===== config.mk =====
export PLATFORM = sky130hd
export DESIGN_NAME = sevenseg_scan_mux
export DESIGN_NICKNAME = d
export VERILOG_FILES = /design/src/rtl/sevenseg_pkg.sv /design/src/rtl/sevenseg_scan_timer.sv /design/src/rtl/sevenseg_scan_mux.sv
export SDC_FILE = /design/constraint.sdc
export NUM_CORES = 1
export LEC_CHECK = 0
export ABC_AREA = 1
export CAP_MARGIN = 0
export CORE_MARGIN = 10
export CORE_UTILIZATION = 45
export DETAILED_ROUTE_END_ITERATION = 12
export GPL_TIMING_DRIVEN = 1
export PLACE_DENSITY = 0.65
export SYNTH_ARGS = -nofsm -noshare
export SYNTH_HDL_FRONTEND = slang
export SYNTH_SLANG_ARGS = --single-unit

===== constraint.sdc =====
create_clock -name clk_i -period 3.15 [get_ports clk_i]
set_input_delay 0.315 -clock clk_i [delete_from_list [all_inputs] [get_ports clk_i]]
set_output_delay 0.315 -clock clk_i [all_outputs]
set_load 0.01 [all_outputs]

===== src/rtl/sevenseg_pkg.sv =====
// rtl/sevenseg_pkg.sv - shared constants, types and helpers for the seven-segment display path
package sevenseg_pkg;

    localparam int DIGIT_W            = 4;
    localparam int MAX_DIGITS         = 8;
    localparam int NUM_DIGITS_DEFAULT = 4;

    typedef logic [DIGIT_W-1:0] nibble_t;

    // Anode enable pattern for one digit; callers keep the low NUM_DIGITS bits
    function automatic logic [MAX_DIGITS-1:0] onehot_digit(input logic [2:0] index);
        return MAX_DIGITS'(1) << index;
    endfunction

endpackage


===== src/rtl/sevenseg_scan_timer.sv =====
// rtl/sevenseg_scan_timer.sv - slot counter and digit index for display scanning
module sevenseg_scan_timer #(
    parameter int NUM_DIGITS   = 4,
    parameter int REFRESH_DIV  = 50000,
    parameter int BLANK_CYCLES = 2,
    localparam int CNT_W       = $clog2(REFRESH_DIV),
    localparam int IDX_W       = $clog2(NUM_DIGITS)
) (
    input  logic             clk_i,
    input  logic             rst_i,
    output logic [IDX_W-1:0] index_o,      // digit index after the coming edge
    output logic             in_blank_o,   // slot phase after the coming edge is BLANK
    output logic             frame_wrap_o  // the coming edge wraps the index to digit 0
);

    localparam logic [CNT_W-1:0] CNT_LAST = CNT_W'(REFRESH_DIV - 1);
    localparam logic [IDX_W-1:0] IDX_LAST = IDX_W'(NUM_DIGITS - 1);

    logic [CNT_W-1:0] cnt_q, cnt_d;
    logic [IDX_W-1:0] idx_q, idx_d;
    logic             slot_wrap;

    // Next counter/index; outputs expose next-state so downstream registers line up with the counter
    always_comb begin
        slot_wrap = (cnt_q == CNT_LAST);
        cnt_d     = slot_wrap ? '0 : cnt_q + 1'b1;
        idx_d     = idx_q;
        if (slot_wrap) begin
            idx_d = (idx_q == IDX_LAST) ? '0 : idx_q + 1'b1;
        end
    end

    assign index_o      = idx_d;
    assign frame_wrap_o = slot_wrap && (idx_q == IDX_LAST);

    generate
        if (BLANK_CYCLES == 0) begin : g_no_blank
            assign in_blank_o = 1'b0;
        end else begin : g_blank
            assign in_blank_o = (32'(cnt_d) < BLANK_CYCLES);
        end
    endgenerate

    // Counter and index state
    always_ff @(posedge clk_i or posedge rst_i) begin
        if (rst_i) begin
            cnt_q <= '0;
            idx_q <= '0;
        end else begin
            cnt_q <= cnt_d;
            idx_q <= idx_d;
        end
    end

endmodule


===== src/rtl/sevenseg_scan_mux.sv =====
// rtl/sevenseg_scan_mux.sv - multiplexes a multi-digit hex value onto a common-segment display
module sevenseg_scan_mux
    import sevenseg_pkg::*;
#(
    parameter int NUM_DIGITS   = NUM_DIGITS_DEFAULT,
    parameter int REFRESH_DIV  = 50000,
    parameter int BLANK_CYCLES = 2
) (
    input  logic                          clk_i,
    input  logic                          rst_i,
    input  logic                          load_i,
    input  logic [DIGIT_W*NUM_DIGITS-1:0] value_in_i,
    input  logic [NUM_DIGITS-1:0]         dp_in_i,
    input  logic                          blank_lz_i,
    output logic                          load_ack_o,
    output logic [DIGIT_W-1:0]            digit_nibble_o,
    output logic                          dp_o,
    output logic [NUM_DIGITS-1:0]         an_o
);

    localparam int IDX_W = $clog2(NUM_DIGITS);
    localparam int VAL_W = DIGIT_W * NUM_DIGITS;

    logic [IDX_W-1:0]      idx;
    logic                  in_blank;
    logic                  frame_wrap;

    logic [VAL_W-1:0]      shown_q, shown_d, pend_q, pend_d;
    logic [NUM_DIGITS-1:0] sdp_q, sdp_d, pdp_q, pdp_d;
    logic                  pflag_q, pflag_d;

    logic                  ack_q, ack_d;
    nibble_t               nib_q, nib_d;
    logic                  dp_q, dp_d;
    logic [NUM_DIGITS-1:0] an_q, an_d;

    logic [VAL_W-1:0]      upper;
    logic                  suppressed;

    sevenseg_scan_timer #(
        .NUM_DIGITS   (NUM_DIGITS),
        .REFRESH_DIV  (REFRESH_DIV),
        .BLANK_CYCLES (BLANK_CYCLES)
    ) u_timer (
        .clk_i        (clk_i),
        .rst_i        (rst_i),
        .index_o      (idx),
        .in_blank_o   (in_blank),
        .frame_wrap_o (frame_wrap)
    );

    // Handshake: boundary promotes the old pending value; a load on the same edge refills pending
    always_comb begin
        shown_d = shown_q;
        sdp_d   = sdp_q;
        pend_d  = pend_q;
        pdp_d   = pdp_q;
        pflag_d = pflag_q;
        ack_d   = frame_wrap && pflag_q;
        if (frame_wrap && pflag_q) begin
            shown_d = pend_q;
            sdp_d   = pdp_q;
            pflag_d = 1'b0;
        end
        if (load_i) begin
            pend_d  = value_in_i;
            pdp_d   = dp_in_i;
            pflag_d = 1'b1;
        end
    end

    // Display decode from the value that will be shown after this edge
    always_comb begin
        upper      = shown_d >> {idx, 2'b00};
        suppressed = blank_lz_i && (idx != '0) && (upper == '0);
        nib_d      = upper[DIGIT_W-1:0];
        an_d       = '0;
        dp_d       = 1'b0;
        if (!in_blank && !suppressed) begin
            an_d = NUM_DIGITS'(onehot_digit(3'(idx)));
            dp_d = sdp_d[idx];
        end
    end

    // State and registered outputs
    always_ff @(posedge clk_i or posedge rst_i) begin
        if (rst_i) begin
            shown_q <= '0;
            sdp_q   <= '0;
            pend_q  <= '0;
            pdp_q   <= '0;
            pflag_q <= 1'b0;
            ack_q   <= 1'b0;
            nib_q   <= '0;
            dp_q    <= 1'b0;
            an_q    <= '0;
        end else begin
            shown_q <= shown_d;
            sdp_q   <= sdp_d;
            pend_q  <= pend_d;
            pdp_q   <= pdp_d;
            pflag_q <= pflag_d;
            ack_q   <= ack_d;
            nib_q   <= nib_d;
            dp_q    <= dp_d;
            an_q    <= an_d;
        end
    end

    assign load_ack_o     = ack_q;
    assign digit_nibble_o = nib_q;
    assign dp_o           = dp_q;
    assign an_o           = an_q;

endmodule


==> summary.txt, run 1 <==
Critical path
  • Crit end category: register
  • CP Launch Type: register
  • R2r setup slk: 0.51 ns
  • Critical path class: register to register
  • Max FO, Critical Path: 35
  • Req. time, crit path: 3.41 ns
  • Critical path arrival: 2.90 ns

GRT
  • Met2 GRT Util: 0.219
  • First-pass GRT wire length: 12.9 mm
  • Tot GR Track Use: 0.139
  • Gr ovfl total: 0
  • GR peak layer: met2
  • Largest net degree at the start of global routing: 36
  • Met3 Use GR: 0.0251
  • Met1 usage: 0.181
  • Vias in the first global route: 2763
  • Initial antenna violation count: 0

Drt
  • WL per Instance: 12.8 µm
  • DRC viols: 0
  • Routed WL: 7.24 mm
  • Via density: 4.83
  • DR vias: 2722
  • Final ANT Viol Nets: 0
  • DRT iter0 DRCs: 89
  • Pre-Repair DR Iteration Count: 4

Pwr
  • Clock power share: 0.381
  • P_int: 1.27 mW
  • Pleak: 2.11 nW
  • Combinational Power Share: 0.051
  • VDD IR max: 237 µV
  • Net switching fraction of the power: 0.222
  • Sequential power share: 0.568
  • P_sw: 0.360 mW
  • P per Cell Area: 413 nW/µm²

Finish
  • Commonest non-fill, non-tap cells in the layout: nand2_1, dfrtp_1, inv_1, nor2_1, clkdlybuf4s50_1
  • Syn-to-layout area delta: 16.4%
  • Post-Layout Inst Area: 3930 µm²
  • Diode count: 0
  • Layout cells sized above 1: 0.0817
  • Nets: 488
  • Final cell count without fillers: 564
  • Commonest non-fill, non-tap cell in the layout: nand2_1

Synthesis
  • Yosys cell types: 27
  • Top FF cell, synth: dfrtp_1
  • Post-Syn Nets: 455
  • #FFs+latches synth: 69
  • Mapped Avg Cell Area: 7.87 µm²
  • Seq/Total Area, Yosys: 0.511
  • Post-Syn Instances: 429
  • Post-Syn Area: 3380 µm²
  • Share of the synthesized area in the top cell type: 0.511
  • EDFF count, synth: 0
  • Ys async rst share: 1.00
  • Yosys top cell by area: dfrtp_1
  • YS warnings: 0
  • Dominant cells by area after synthesis: dfrtp_1, nand2_1, inv_1

Clocking
  • Max Root-Sink Buffers: 2
  • Clock buffer count from CTS: 9
  • Clk root buf: clkbuf_8
  • CTS tree: built
  • PostCTS Resize Cnt: 0
  • CTS Hold Bufs: 0
  • CTS sink count: 69
  • Worst-skew pair later-pin latency: 0.34 ns
  • H-tree level count: 3
  • Postcts setup bufs: 0
  • Reg clk slew, reported paths: 0.07 ns

STA
  • Setup TNS: 0 ns
  • Max Slew Vio Count: 0
  • Hold Vio Cnt, Final: 0
  • Crit share post-route: 0.838
  • Setup-failing EPs final: 0
  • Fmax: 379 MHz
  • Worst setup margin: 0.510 ns
  • Skew final: 0.00956 ns
  • RSZ-0062 raised after global routing: false
  • Worst slew pin tran: 0.612 ns
  • Fin crit period: 2.64 ns
  • Worst slew margin: 0.592

Placement
  • Hpwl dp: 5.53 mm
  • Global placement routability congestion: 0.911
  • Setup WS pre-CTS: 0.561 ns
  • DP Cell Count: 550
  • Port Buf Inserts: 33
  • Post-Place Cell Area: 3770 µm²

Outcome
  • Status: finished clean

Floorplan
  • Die width: 107 µm
  • Vert. Die Dim: 107 µm
  • Core area: 7290 µm²
  • Initial core utilization: 0.463
  • Row cnt: 31
  • Die area: 11400 µm²
  • Number of I/O pins: 34

Run
  • Max Cap Viol: 0

Worst hold path
  • Hold Path Class: input port to asynchronous set/reset pin
-- path summary, 6_finish.rpt --
path | from | end | cells after the start
setup reg to reg | u_timer.idx_q[1]$_DFF_PP0_ | an_o[2]$_DFF_PP0_ | 11
max in group asynchronous | rst_i | shown_q[0]$_DFF_PP0_ | 3
hold reg to reg | u_timer.cnt_q[0]$_DFF_PP0_ | u_timer.cnt_q[0]$_DFF_PP0_ | 1
min in group clk_i | u_timer.cnt_q[0]$_DFF_PP0_ | u_timer.cnt_q[0]$_DFF_PP0_ | 1
setup / recovery | u_timer.idx_q[1]$_DFF_PP0_ | an_o[2]$_DFF_PP0_ | 11
hold / removal | rst_i | pend_q[14]$_DFFE_PP0P_ | 2
-- power by group through the flow --
stage	Combinational (mW)	Clock, mW	Sequential [mW]
6_report	0.0824	0.619	0.924
3_5_place_dp	0.0860	0	0.941
4_1_cts	0.0861	0.637	0.924
2_1_floorplan	0.0459	0	0.933
5_1_grt	0.0966	0.670	0.926
3_3_place_gp	0.0841	0	0.940
-- layer usage --
layer / wire (µm) / vias to the layer above
li1: - / 1407
met5: 0 / -
met1: 3430 / 1247
met4: 149 / 0
met2: 3400 / 55
met3: 265 / 13
-- layout make-up --
class                      count  area [µm²]
fill                         723        3360
sequential                    69        1730
multi-input combinational    284        1330
timing repair buffer          36         353
inverter                      62         235
clock buffer                  12         155
tap                           99         124
clock inverter                 2        10.0
-- stage by stage --
| step | power [mW] | hold WS [ns] | util |
|---|---|---|---|
| floorplan | 0.979 | 0.422 | - |
| global placement | 1.02 | 0.450 | 0.517 |
| detailed placement | 1.03 | 0.451 | 0.517 |
| CTS | 1.65 | 0.373 | 0.539 |
| global route | 1.69 | 0.412 | 0.539 |
| finish | 1.63 | 0.348 | 0.539 |
-- registers in the layout (all words and copies together), names as in the netlist --
signal	flops
an_o	4
pdp_q	4
digit_nibble_o	4
u_timer.idx_q	2
dp_o	1
u_timer.cnt_q	16
sdp_q	4
pend_q	16
shown_q	16
pflag_q	1
load_ack_o	1
-- synth_stat cells, types with 3 or more instances --
library cell	count
nand2_1	146
dfrtp_1	69
inv_1	59
nor2_1	35
nand3_1	25
o21ai_0	20
nand4_1	18
clkbuf_1	8
a21oi_1	5
buf_6	4
nand2_2	4
nor3_1	4
xor2_1	4
nand2_4	3
nor2_2	3
nor2_4	3
o21ai_1	3
or2_2	3
-- logic make-up (layout without fill, tap and decap cells) --
group	Yosys count	in the layout	share of synthesized area
compound gates	30	30	0.0467
xor+xnor	4	4	0.0104
fa+ha+maj	2	2	0.00741
buf+inv	76	112	0.0956
flops	69	69	0.511
simple gates	248	248	0.329
-- critical path: stages, from the launching register on --
cell and delay [ns]:
dfrtp_1 0.37, ha_1 0.56, nand4_4 0.51, o21ai_0 0.55
nor2_1 0.09, nand2_1 0.08, nand2_1 0.05, nand3_1 0.07
nor2_1 0.05, nand2_1 0.06, nand2_2 0.07, nor2_1 0.10
Note: power is estimated with default switching activity, not from simulation.
==> inputs of run 2 (changes only) <==
--- a/config.mk
+++ b/config.mk
@@ -11,7 +11,7 @@
 export CORE_UTILIZATION = 45
 export DETAILED_ROUTE_END_ITERATION = 12
 export GPL_TIMING_DRIVEN = 1
-export PLACE_DENSITY = 0.65
+export PLACE_DENSITY = 0.68
 export SYNTH_ARGS = -nofsm -noshare
 export SYNTH_HDL_FRONTEND = slang
 export SYNTH_SLANG_ARGS = --single-unit
==> constraint.sdc (replaced) <==
create_clock -name clk_i -period 2.3 [get_ports clk_i]
set_input_delay 0.23 -clock clk_i [delete_from_list [all_inputs] [get_ports clk_i]]
set_output_delay 0.23 -clock clk_i [all_outputs]
set_load 0.01 [all_outputs]
==> summary.txt, run 2 (synthesized netlist as in run 1, its figures left out) <==
Finish
  • Layout cells sized above 1: 0.219 (+0.137)
  • Commonest non-fill, non-tap cells in the layout: nand2_1, dfrtp_1, inv_1, buf_4, clkdlybuf4s50_1
  • Final Core Density: 0.605 (+0.0657)
  • Register area: 1730 µm² (+0.29%)
  • Syn-to-layout area delta: 30.6%
  • Area taken by multi-input logic gates: 1490 µm² (+12%)
  • Final cell count without fillers: 601 (+6.6%)
  • Filler cells: 663 (-8.3%)
  • Commonest non-fill, non-tap cell in the layout: nand2_1
  • Nets: 523 (+7.2%)
  • Largest registers: pend_q: 16 flops, shown_q: 16 flops, u_timer.cnt_q: 16 flops
  • Diode count: 0 (unchanged)

Floorplan
  • Die width: 107 µm (unchanged)
  • Core area: 7290 µm² (unchanged)
  • Vert. Die Dim: 107 µm (unchanged)
  • Row cnt: 31 (unchanged)
  • Die area: 11400 µm² (unchanged)
  • Initial core utilization: 0.463 (unchanged)
  • Number of I/O pins: 34 (unchanged)

STA
  • Worst slew margin: 0.781 (+0.190)
  • Worst setup margin: 0.0776 ns (-0.432 ns)
  • RSZ-0062 raised after global routing: true
  • Max Slew Vio Count: 0 (unchanged)
  • Setup-failing EPs final: 0 (unchanged)
  • Fmax: 450 MHz (+19%)
  • Fin crit period: 2.22 ns (-0.418 ns)
  • Worst slew pin tran: 0.325 ns (-0.287 ns)
  • Skew final: 0.00514 ns (-0.00442 ns)
  • Hold Vio Cnt, Final: 0 (unchanged)
  • Crit share post-route: 0.966 (+0.128)

Clocking
  • Reg clk slew, reported paths: 0.07 ns (about the same)
  • Clock buffer count from CTS: 9 (unchanged)
  • H-tree level count: 3 (unchanged)
  • Worst-skew pair later-pin latency: 0.35 ns (about the same)
  • CTS sink count: 69 (unchanged)
  • Clk root buf: clkbuf_8
  • Max Root-Sink Buffers: 2 (unchanged)
  • CTS tree: built

Outcome
  • Status: finished clean

Critical path
  • Critical path arrival: 2.46 ns (-0.44 ns)
  • Top cell by count, worst path: nand2_2
  • Max incr delay on CP: 0.43 ns (-0.13 ns)
  • Crit end category: register
  • CP delay by family, top: simple AND/OR/NAND/NOR gates
  • Critical path buffers and inverters: 2 (+2)
  • Worst path slowest cell: dfrtp_1
  • Max FO, Critical Path: 7 (-80%)
  • CP Launch Type: register
  • Req. time, crit path: 2.54 ns (-0.87 ns)
  • CP Cell Sequence: nand2_2 -> inv_2 -> nand2_2 -> nor2_4 -> nand3_4 -> nand2_8 -> clkinvlp_4 -> nand3_2 -> nand2_2 -> a21oi_2 -> nand2_1 -> nor2_1 -> nand2_1 -> nand2_2 -> nor2_1
  • Critical path class: register to register

Drt
  • DR vias: 2925 (+7.5%)
  • WL per Instance: 13.1 µm (+1.9%)
  • Pre-Repair DR Iteration Count: 5 (+1)
  • Routed WL: 7.87 mm (+8.6%)
  • Via density: 4.87 (+0.84%)
  • DRT iter0 DRCs: 154 (+73%)
  • Final ANT Viol Nets: 0 (unchanged)
  • DRC viols: 0 (unchanged)

GRT
  • First-pass GRT wire length: 13.2 mm (+2.5%)
  • Largest net degree at the start of global routing: 62 (+72%)
  • Tot GR Track Use: 0.142 (+0.00344)
  • Initial antenna violation count: 0 (unchanged)
  • Gr ovfl total: 0 (unchanged)
  • Vias in the first global route: 2927 (+5.9%)

Pwr
  • VDD IR max: 299 µV (+26%)
  • P per Cell Area: 508 nW/µm² (+23%)
  • Pleak: 2.29 nW (+8.7%)

Run
  • Max Cap Viol: 0 (unchanged)

Placement
  • Global placement routability congestion: 0.902 (-1.0%)
  • Port Buf Inserts: 33 (unchanged)
  • DP Cell Count: 568 (+3.3%)
  • Hpwl dp: 5.49 mm (-0.76%)
  • Setup WS pre-CTS: -0.154 ns (-0.714 ns)

Worst hold path
  • Hold Path Class: input port to asynchronous set/reset pin
[run 2: changes by cell type in the layout (fill, tap and decap cells not counted), moves of 6 or more]
cell,previous run,this run
buf_4,3,34
nand2_1,146,138
nand3_1,25,19
nor2_1,35,25
nor2_2,3,11
nand2_2,4,10
[run 2: path summary, 6_finish.rpt]
check,start,end,slack (ns),cells after the start
max,u_timer.cnt_q[9]$_DFF_PP0_,an_o[3]$_DFF_PP0_,0.08,15
min,rst_i,u_timer.cnt_q[0]$_DFF_PP0_,0.12,2
max reg2reg,u_timer.cnt_q[9]$_DFF_PP0_,an_o[3]$_DFF_PP0_,0.08,15
min reg2reg,pend_q[4]$_DFFE_PP0P_,pend_q[4]$_DFFE_PP0P_,0.48,2
max in group asynchronous,rst_i,u_timer.cnt_q[10]$_DFF_PP0_,1.58,3
min in group clk_i,value_in_i[7],pend_q[7]$_DFFE_PP0P_,0.41,3
[run 2: repair_timing]
action	4_1_cts	5_1_grt
pin swaps	1	22
hold buffers	0	0
setup endpoints to repair	5	5
resized for setup	2	46
setup buffers	3	14
hold endpoints to repair	0	0
[run 2: area by class of cell]
type | instances | area share
Sequential cell | 69 | 0.393
Multi-Input combinational cell | 284 | 0.337
Timing Repair Buffer | 71 | 0.149
Inverter | 62 | 0.0553
Clock buffer | 12 | 0.0329
Tap cell | 99 | 0.0281
Clock inverter | 4 | 0.00539
[run 2: power breakdown]
group | switching (mW) | internal, mW
clock | 0.444 | 0.418
combinational | 0.0660 | 0.0562
sequential | 0.0136 | 1.25
total | 0.524 | 1.72
[run 2: through the flow]
stage               total power [mW]  TNS (ns)  instance area [µm²]  hold slack, ns
floorplan                       1.34         0                 3380           0.337
global placement                1.40    -0.724                 3940           0.458
detailed placement              1.41    -0.750                 3940           0.464
CTS                             2.27         0                 4140           0.120
global route                    2.35    -0.563                 4410           0.129
finish                          2.24         0                 4410           0.116
[run 2: routing by layer]
layer  global-route usage  routed length [µm]  vias to the layer above
met3               0.0311                 300                       14
met2                0.241                4070                       74
met1                0.169                3370                     1364
met4               0.0619                 125                        0
li1                     -                   -                     1473
met5                    0                   0                        -
[run 2: worst register-to-register path: stages (launching register included)]
cell and delay (ns):
dfrtp_1 0.43, nand2_2 0.10, inv_2 0.10, nand2_2 0.08
nor2_4 0.19, nand3_4 0.12, nand2_8 0.12, clkinvlp_4 0.19
nand3_2 0.13, nand2_2 0.07, a21oi_2 0.17, nand2_1 0.07
nor2_1 0.12, nand2_1 0.08, nand2_2 0.11, nor2_1 0.06
==> inputs of run 3 (changes only) <==
--- a/config.mk
+++ b/config.mk
@@ -9,6 +9,7 @@
 export CAP_MARGIN = 0
 export CORE_MARGIN = 10
 export CORE_UTILIZATION = 45
+export CTS_BUF_LIST = sky130_fd_sc_hd__clkbuf_2
 export DETAILED_ROUTE_END_ITERATION = 12
 export GPL_TIMING_DRIVEN = 1
 export PLACE_DENSITY = 0.68
==> summary.txt, run 3 (synthesized netlist as in run 1, its figures left out) <==
Finish
  • Final cell count without fillers: 610 (+1.5%)
  • Largest registers: pend_q: 16 flops, shown_q: 16 flops, u_timer.cnt_q: 16 flops
  • Post-Layout Inst Area: 4450 µm² (+0.85%)
  • Filler cells: 648 (-2.3%)
  • Diode count: 0 (unchanged)
  • Nets: 532 (+1.7%)
  • Syn-to-layout area delta: 31.7%
  • Commonest non-fill, non-tap cell in the layout: nand2_1
  • Final Core Density: 0.610 (+0.00515)
  • Layout cells sized above 1: 0.250 (+0.0314)
  • Commonest non-fill, non-tap cells in the layout: nand2_1, dfrtp_1, inv_1, buf_4, clkdlybuf4s50_1

Critical path
  • Worst path slowest cell: dfrtp_1
  • Reg2reg end: an_o[1]$_DFF_PP0_
  • CP Launch Type: register
  • Max FO, Critical Path: 5 (-2)
  • FF-to-FF path depth: 13 (-2)
  • Max incr delay on CP: 0.46 ns (+0.03 ns)
  • Req. time, crit path: 2.70 ns (+0.16 ns)
  • Crit end category: register
  • Reg2Reg Launch Point: u_timer.cnt_q[6]$_DFF_PP0_
  • Critical path class: register to register
  • Critical path arrival: 2.63 ns (+0.17 ns)
  • R2r setup slk: 0.07 ns (about the same)
  • CP Cell Sequence: inv_1 -> nor2_2 -> nand2_2 -> nor2_4 -> nand2_4 -> buf_4 -> buf_4 -> o21ai_0 -> nor2_1 -> nor4_2 -> nand3_1 -> nand2_2 -> nor2_1

Floorplan
  • Core area: 7290 µm² (unchanged)
  • Number of I/O pins: 34 (unchanged)
  • Vert. Die Dim: 107 µm (unchanged)
  • Die area: 11400 µm² (unchanged)
  • Die width: 107 µm (unchanged)
  • Row cnt: 31 (unchanged)
  • Initial core utilization: 0.463 (unchanged)

Placement
  • Post-Place Cell Area: 3940 µm² (unchanged)
  • Hpwl dp: 5.49 mm (unchanged)
  • DP Cell Count: 568 (unchanged)
  • Port Buf Inserts: 33 (unchanged)
  • Global placement routability congestion: 0.902 (unchanged)
  • Setup WS pre-CTS: -0.154 ns (unchanged)

STA
  • Fin crit period: 2.23 ns (+0.00691 ns)
  • Skew final: 0.0236 ns (+0.0185 ns)
  • Fmax: 449 MHz (-0.31%)
  • Worst slew pin tran: 0.325 ns (-0.000366 ns)
  • RSZ-0062 raised after global routing: true
  • Worst slew margin: 0.782 (about the same)
  • Setup TNS: 0 ns (unchanged)
  • WHS: 0.249 ns (+0.133 ns)
  • Worst setup margin: 0.0707 ns (-0.00691 ns)
  • Setup-failing EPs final: 0 (unchanged)
  • Max Slew Vio Count: 0 (unchanged)
  • Hold Vio Cnt, Final: 0 (unchanged)
  • Crit share post-route: 0.969 (+0.00300)

Clocking
  • CTS sink count: 69 (unchanged)
  • Clk root buf: clkbuf_2
  • Reg clk slew, reported paths: 0.18 ns (+0.11 ns)
  • H-tree level count: 3 (unchanged)
  • CTS tree: built
  • Max Root-Sink Buffers: 2 (unchanged)
  • Clock buffer count from CTS: 9 (unchanged)
  • Worst-skew pair later-pin latency: 0.50 ns (+0.15 ns)

Worst hold path
  • Hold_sp: value_in_i[7]
  • Worst Hold End: pend_q[7]$_DFFE_PP0P_
  • Hold Path Class: input port to register
  • Hold depth: 3

Outcome
  • Status: finished clean

Drt
  • DRC viols: 0 (unchanged)
  • WL per Instance: 13.3 µm (+1.5%)
  • Pre-Repair DR Iteration Count: 4 (-1)
  • DR vias: 2969 (+1.5%)
  • Via density: 4.87 (about the same)
  • Final ANT Viol Nets: 0 (unchanged)
  • DRT iter0 DRCs: 172 (+12%)
  • Routed WL: 8.10 mm (+3.0%)

GRT
  • Tot GR Track Use: 0.141 (-0.00113)
  • Largest net degree at the start of global routing: 62 (unchanged)
  • Gr ovfl total: 0 (unchanged)
  • Vias in the first global route: 2923 (-0.14%)
  • Initial antenna violation count: 0 (unchanged)
  • First-pass GRT wire length: 13.2 mm (-0.21%)

Pwr
  • VDD IR max: 222 µV (-26%)
  • Pleak: 2.32 nW (+1.2%)
  • P per Cell Area: 437 nW/µm² (-14%)
  • Pwr Total: 1.94 mW (-13%)

Run
  • Max Cap Viol: 0 (unchanged)
run 3: metal layers:
layer	vias up	part of all wire	track usage
li1	1495	-	-
met1	1372	0.42	0.169
met2	86	0.52	0.241
met3	16	0.044	0.0275
met4	0	0.015	0.0590
met5	-	0	0
run 3: what timing repair did:
item / 4_1_cts / 5_1_grt
setup endpoints to repair: 5 / 6
hold buffers: 1 / 0
hold endpoints to repair: 8 / 0
buffers inserted: 3 / 21
pin swaps: 1 / 22
resized for setup: 3 / 59
gates cloned: 0 / 1
run 3: how the worst max path moves through the flow:
stage / start / endpoint / slack [ns] / depth (start not counted)
after floorplan: u_timer.idx_q[0]$_DFF_PP0_ / dp_o$_DFF_PP0_ / 0.20 / 16
after global placement: u_timer.cnt_q[11]$_DFF_PP0_ / dp_o$_DFF_PP0_ / -0.15 / 14
after detailed placement: u_timer.cnt_q[11]$_DFF_PP0_ / an_o[0]$_DFF_PP0_ / -0.15 / 14
after CTS: u_timer.cnt_q[0]$_DFF_PP0_ / an_o[0]$_DFF_PP0_ / 0.002 / 15
after global routing: u_timer.cnt_q[6]$_DFF_PP0_ / an_o[2]$_DFF_PP0_ / -0.11 / 18
final: u_timer.cnt_q[6]$_DFF_PP0_ / an_o[1]$_DFF_PP0_ / 0.07 / 13
run 3: area by class of cell:
class                      count  area (µm²)  area share
tap                           99         124      0.0278
timing repair buffer          80         756       0.170
clock inverter                 5        27.5     0.00619
sequential                    69        1730       0.389
multi-input combinational    284        1510       0.340
clock buffer                  11        55.1      0.0124
inverter                      62         244      0.0548
run 3: report_power, final:
part / switching, mW / internal [mW] / leakage, nW
Clock: 0.415 / 0.145 / 0.0631
Combinational: 0.0666 / 0.0573 / 1.35
Sequential: 0.0136 / 1.25 / 0.900
run 3: worst max-delay path, delay by kind of cell (launching register included):
kind,cells,cell delay (ns)
simple gates,9,1.22
buf+inv,3,0.38
flops,1,0.46
compound gates,1,0.09
==> RTL change 1, RTL diff (settings of run 3) <==
`an_q` no longer has a reset.
--- a/src/rtl/sevenseg_scan_mux.sv
+++ b/src/rtl/sevenseg_scan_mux.sv
@@ -95,3 +95,2 @@
             dp_q    <= 1'b0;
-            an_q    <= '0;
         end else begin
@@ -105,4 +104,7 @@
             dp_q    <= dp_d;
-            an_q    <= an_d;
         end
+    end
+
+    always_ff @(posedge clk_i) begin
+        an_q <= an_d;
     end
Function: differs if rst_i is asserted again (counterexample within 4 cycles, from zero or initial values and one cycle with rst_i high); with rst_i held inactive, the same outputs for 10 cycles.
==> RTL change 1 against run 3 <==
Via count increased by 6.5%; routed wire length increased by 8.2%; the flow now finishes with violations (setup timing); power increased by 9.1%; cell area increased by 0.96%; first-iteration DRC count increased by 22%; count of clock-buffer cells in the layout decreased by 2; sequential share of layout area decreased by 0.93 points; sequential cell count unchanged; setup slack got worse by 91 ps; clock power increased by 31%; synthesized area increased by 0.89%; synthesized cell count increased by 0.93%; fmax decreased by 3.9%.
==> RTL change 1: results (changes against run 3) <==
[detailed_routing]
drt_pass1_iterations=5  ; +1
wl_met1_mm=3.42  ; -0.18%
drt_iter0_markers=210  ; +22%
drt-vias-per-instance=5.06  ; +4.0%
met3WireLength_um=462  ; +30%
met2_length_mm=4.69  ; +12%
wire_per_inst_um=14.0  ; +5.6%

[final_layout]
final_net_count=547  ; +2.8%
layout_top_registers=pend_q (16), shown_q (16), u_timer.cnt_q (16)
proportion_of_layout_cells_with_a_drive_suffix_above_1=0.243  ; -0.00714

[worst_setup_path]
reg2regPathDepth=18  ; +5
startpoint_of_the_most_critical_setup_path=u_timer.cnt_q[14]$_DFF_PP0_
critical_path.endpoint=dp_o$_DFF_PP0_
crit_path_max_fanout=6  ; +1
critPathArrivalTime_ps=2740  ; +110 ps
critical_path.max_stage_delay_ps=420  ; -40 ps

[cts]
clk-insertion-delay-late_ps=520  ; +20 ps
worst_setup_hold_path_clk_slew_ps=220  ; +40 ps
number_of_cts_inserted_buffers=9  ; unchanged
htreeDepth=3  ; unchanged

[power]
power.switching_fraction=0.264  ; +0.00918
vdd_drop_max_uv=353  ; +59%
clock_power_share=0.346  ; +0.058
pwr_density_cell_nw_per_um2=472  ; +8.0%
cellLeakagePower_nw=2.35  ; +1.5%

[placed_design]
detailedPlacementHpwl_mm=6.30  ; +15%
finalWeightedCongestion=0.892  ; -1.1%
pre_cts_ws_ps=-37.0  ; +117 ps

[synthesis]
synth_commonest_cells=nand2_1, dfrtp_1, inv_1
netlist-cell-type-count=34  ; +26%
synth-compound-area-share=0.0620  ; +0.0154
synth_seq_area_share=0.501  ; -0.0104
synthTopCellsByArea=dfrtp_1, nand2_1, inv_1
synth.net_count=459  ; +0.88%
yosys.area_share.xor_xnor=0.0128  ; +0.00248
adder_cell_share_of_the_synthesized_area=0.00734  ; -0.0000653
proportion_of_synthesized_area_in_mux_cells=0  ; unchanged
postSynth.asyncResetShare=0.942  ; -0.0580

[timing]
final.setup.worst_slack_ps=-20.1  ; -90.8 ps
setup_viol_count_final=1  ; +1
finClkSkew_ps=30.7  ; +7.06 ps
worst_slew_margin_relative_to_its_limit=0.719  ; -0.0627

[worst_hold_path]
hold_path_class=in -> async

[global_route]
gr-usage-all-layers=0.153  ; +0.0123
grt_pass1_vias=3139  ; +7.4%
grt_start_max_net_pins=66  ; +6.5%
grt_pass1_wl_mm=14.2  ; +7.5%

[outcome]
violations=setup timing
status=finished with violations

[RTL change 1: timing repair]
item	4_1_cts	5_1_grt
cloned	0	1
endpoints found under the setup margin	5	5
setup buffers	8	8
hold buffers	0	0
pin swaps	4	20
resized for setup	7	29
[RTL change 1: final cells by class]
| cell class | count | area, um2 |
|---|---|---|
| fill | 646 | 2800 |
| inverter | 70 | 265 |
| clock buffer | 9 | 45.0 |
| clock inverter | 7 | 73.8 |
| tap | 99 | 124 |
| timing repair buffer | 85 | 741 |
| sequential | 69 | 1710 |
| multi-input combinational | 286 | 1540 |
[RTL change 1: stage by stage]
step                      cell area (um2)  hold WS [ps]  instances  setup TNS (ps)
after global routing                 4490          39.0        625            -644
after floorplan                      3410           337        433               0
final                                4490          56.9        625           -20.1
after global placement               4090           459        592            -223
after CTS                            4310          40.8        616               0
after detailed placement             4090           464        592           -74.4
[RTL change 1: per-layer routing]
metal  vias up  global-route usage
met2       107               0.283
met5         -                   0
met1      1496               0.164
met4         0              0.0474
met3        18              0.0425
li1       1542                   -
==> RTL change 2, RTL diff (flow settings as in run 3) <==
Made on the original files. `REFRESH_DIV` is set to 50000 in 2 places; all go to 200000.
--- a/src/rtl/sevenseg_scan_timer.sv
+++ b/src/rtl/sevenseg_scan_timer.sv
@@ -3,3 +3,3 @@
     parameter int NUM_DIGITS   = 4,
-    parameter int REFRESH_DIV  = 50000,
+    parameter int REFRESH_DIV  = 200000,
     parameter int BLANK_CYCLES = 2,
--- a/src/rtl/sevenseg_scan_mux.sv
+++ b/src/rtl/sevenseg_scan_mux.sv
@@ -5,3 +5,3 @@
     parameter int NUM_DIGITS   = NUM_DIGITS_DEFAULT,
-    parameter int REFRESH_DIV  = 50000,
+    parameter int REFRESH_DIV  = 200000,
     parameter int BLANK_CYCLES = 2
Formal check against the unedited RTL: no difference found for any inputs over 10 cycles, from zero or initial values and one cycle with rst_i high; that may be too few to reach the edited logic, so the function may still have changed.
==> RTL change 2 against run 3 <==
Cell area is 5.1% higher; synthesized area is 4.6% higher; routed wire length rose by 12%; synthesized cell count rose by 7.2%; sequential cell count increased by 2; sequential share of layout area down 0.79 points; fmax fell by 2.6%; power up 18%; setup slack lost 59 ps; clock skew rose by 5.4 ps; critical path type unchanged; critical endpoint is now dp_o$_DFF_PP0_.
==> RTL change 2: results (changes against run 3) <==
[outcome]
status=completed

[synthesis]
synth_commonest_cells=nand2_1, dfrtp_1, inv_1
dominantRegCellSynth=dfrtp_1
netlist-cell-type-count=27  ; unchanged
postSynth.asyncResetShare=1.00  ; unchanged
synthTopCellsByArea=dfrtp_1, nand2_1, inv_1
synth.net_count=486  ; +6.8%
ys.warnings.count=0  ; unchanged
synth_seq_area_share=0.503  ; -0.00846

[placed_design]
dpl_cell_area_um2=4210  ; +6.7%
pre_cts_ws_ps=-112  ; +42.2 ps
io_buffers=33  ; unchanged
detailedPlacementHpwl_mm=6.31  ; +15%
finalWeightedCongestion=0.936  ; +3.8%

[cts]
clock_path_buffers=2  ; unchanged
clock_tree.root_cell=clkbuf_2
worst_setup_hold_path_clk_slew_ps=240  ; +60 ps
number_of_cts_inserted_buffers=9  ; unchanged
clk-insertion-delay-late_ps=540  ; +40 ps
htreeDepth=3  ; unchanged

[detailed_routing]
vias=3251  ; +9.5%
wire_per_inst_um=13.9  ; +4.7%
drt_iter0_markers=212  ; +23%
drt_pass1_iterations=4  ; unchanged

[power]
vdd_drop_max_uv=351  ; +58%
cellLeakagePower_nw=2.46  ; +6.2%
power_report.internal_total_mw=1.71  ; +18%

[global_route]
grt_start_max_net_pins=72  ; +16%
gr-usage-all-layers=0.155  ; +0.0144
grt_antenna_before_repair=0  ; unchanged
grt_pass1_vias=3070  ; +5.0%
grt_pass1_wl_mm=14.6  ; +11%

[final_layout]
final_net_count=570  ; +7.1%
proportion_of_layout_cells_with_a_drive_suffix_above_1=0.220  ; -0.0301
layout_top_registers=u_timer.cnt_q (18), pend_q (16), shown_q (16)
fillcell_total=711  ; +9.7%

[worst_setup_path]
critical_path.max_stage_delay_ps=500  ; +40 ps
critPathSlowestCell=dfrtp_2
crit_path_max_fanout=10  ; +5
family_with_the_most_delay_on_the_worst_path=simple AND/OR/NAND/NOR gates
critPathArrivalTime_ps=2730  ; +100 ps
startpoint_of_the_most_critical_setup_path=u_timer.cnt_q[12]$_DFF_PP0_
reg2regPathDepth=16  ; +3

[worst_hold_path]
hold_path_class=in -> async

[timing]
tightestPinTransition_ps=369  ; +43.9 ps
finClkSkew_ps=29.0  ; +5.42 ps

-- RTL change 2: routing by layer --
| metal | up-vias | track usage | share of wire |
|---|---|---|---|
| met3 | 8 | 0.0366 | 0.051 |
| met2 | 89 | 0.238 | 0.47 |
| li1 | 1628 | - | - |
| met4 | 0 | 0.0593 | 0.013 |
| met5 | - | 0 | 0 |
| met1 | 1526 | 0.209 | 0.47 |
-- RTL change 2: through the flow --
stage / power (mW) / util / cells / hold slack (ps)
finish: 2.28 / 0.608 / 651 / 37.0
global route: 2.39 / 0.608 / 651 / 43.5
CTS: 2.31 / 0.580 / 638 / 40.1
detailed placement: 1.44 / 0.547 / 616 / 459
global placement: 1.43 / 0.547 / 616 / 457
floorplan: 1.37 / - / 460 / 342
-- RTL change 2: final timing paths --
path	end	slack, ps
max	dp_o$_DFF_PP0_	10
min	pend_q[12]$_DFFE_PP0P_	40
max reg2reg	dp_o$_DFF_PP0_	10
min reg2reg	pend_q[14]$_DFFE_PP0P_	500
max in group asynchronous	u_timer.cnt_q[14]$_DFF_PP0_	1920
min in group clk_i	pend_q[3]$_DFFE_PP0P_	180
-- RTL change 2: worst register-to-register path, stage by stage (launching register included) --
cell	delay, ps
dfrtp_2	500
inv_2	70
nand2_1	70
nor2_2	110
nand3_2	150
nor2_8	220
buf_12	150
buf_4	120
inv_1	80
o21ai_0	90
a21oi_1	80
nor2_1	90
nand2_1	80
nor2_2	90
nand3_1	120
nand2_2	130
nor2_1	60
-- RTL change 2: cell families (layout without fill, tap and decap cells) --
logic type / count (synthesis) / in the layout / synth area share
AO/OA/AOI/OAI: 27 / 27 / 0.0400
AND/OR/NAND/NOR: 279 / 281 / 0.349
buffers and inverters: 74 / 161 / 0.0839
flip-flops: 71 / 71 / 0.503
adder cells (fa/ha/maj): 2 / 2 / 0.00708
XOR/XNOR: 7 / 7 / 0.0173
-- RTL change 2: power groups by stage --
stage	clock network (mW)	logic, mW	registers [mW]
floorplan	0	0.0555	1.31
global placement	0	0.113	1.32
detailed placement	0	0.117	1.32
CTS	0.896	0.117	1.30
global route	0.954	0.131	1.30
finish	0.873	0.113	1.30
-- RTL change 2: repair_timing --
action,in CTS,in global routing
setup buffers,5,12
gates cloned,1,1
resized for setup,13,32
hold endpoints to repair,0,0
pin swaps,1,16
endpoints found under the setup margin,5,5
-- RTL change 2: final cells by class --
cell class              instances  area share
clock buffers                   9     0.00963
clock inverters                 7      0.0219
inverters                      61      0.0498
multi-input cells             317       0.346
flip-flops and latches         71       0.381
well taps                     102      0.0273
repair buffers                 84       0.164
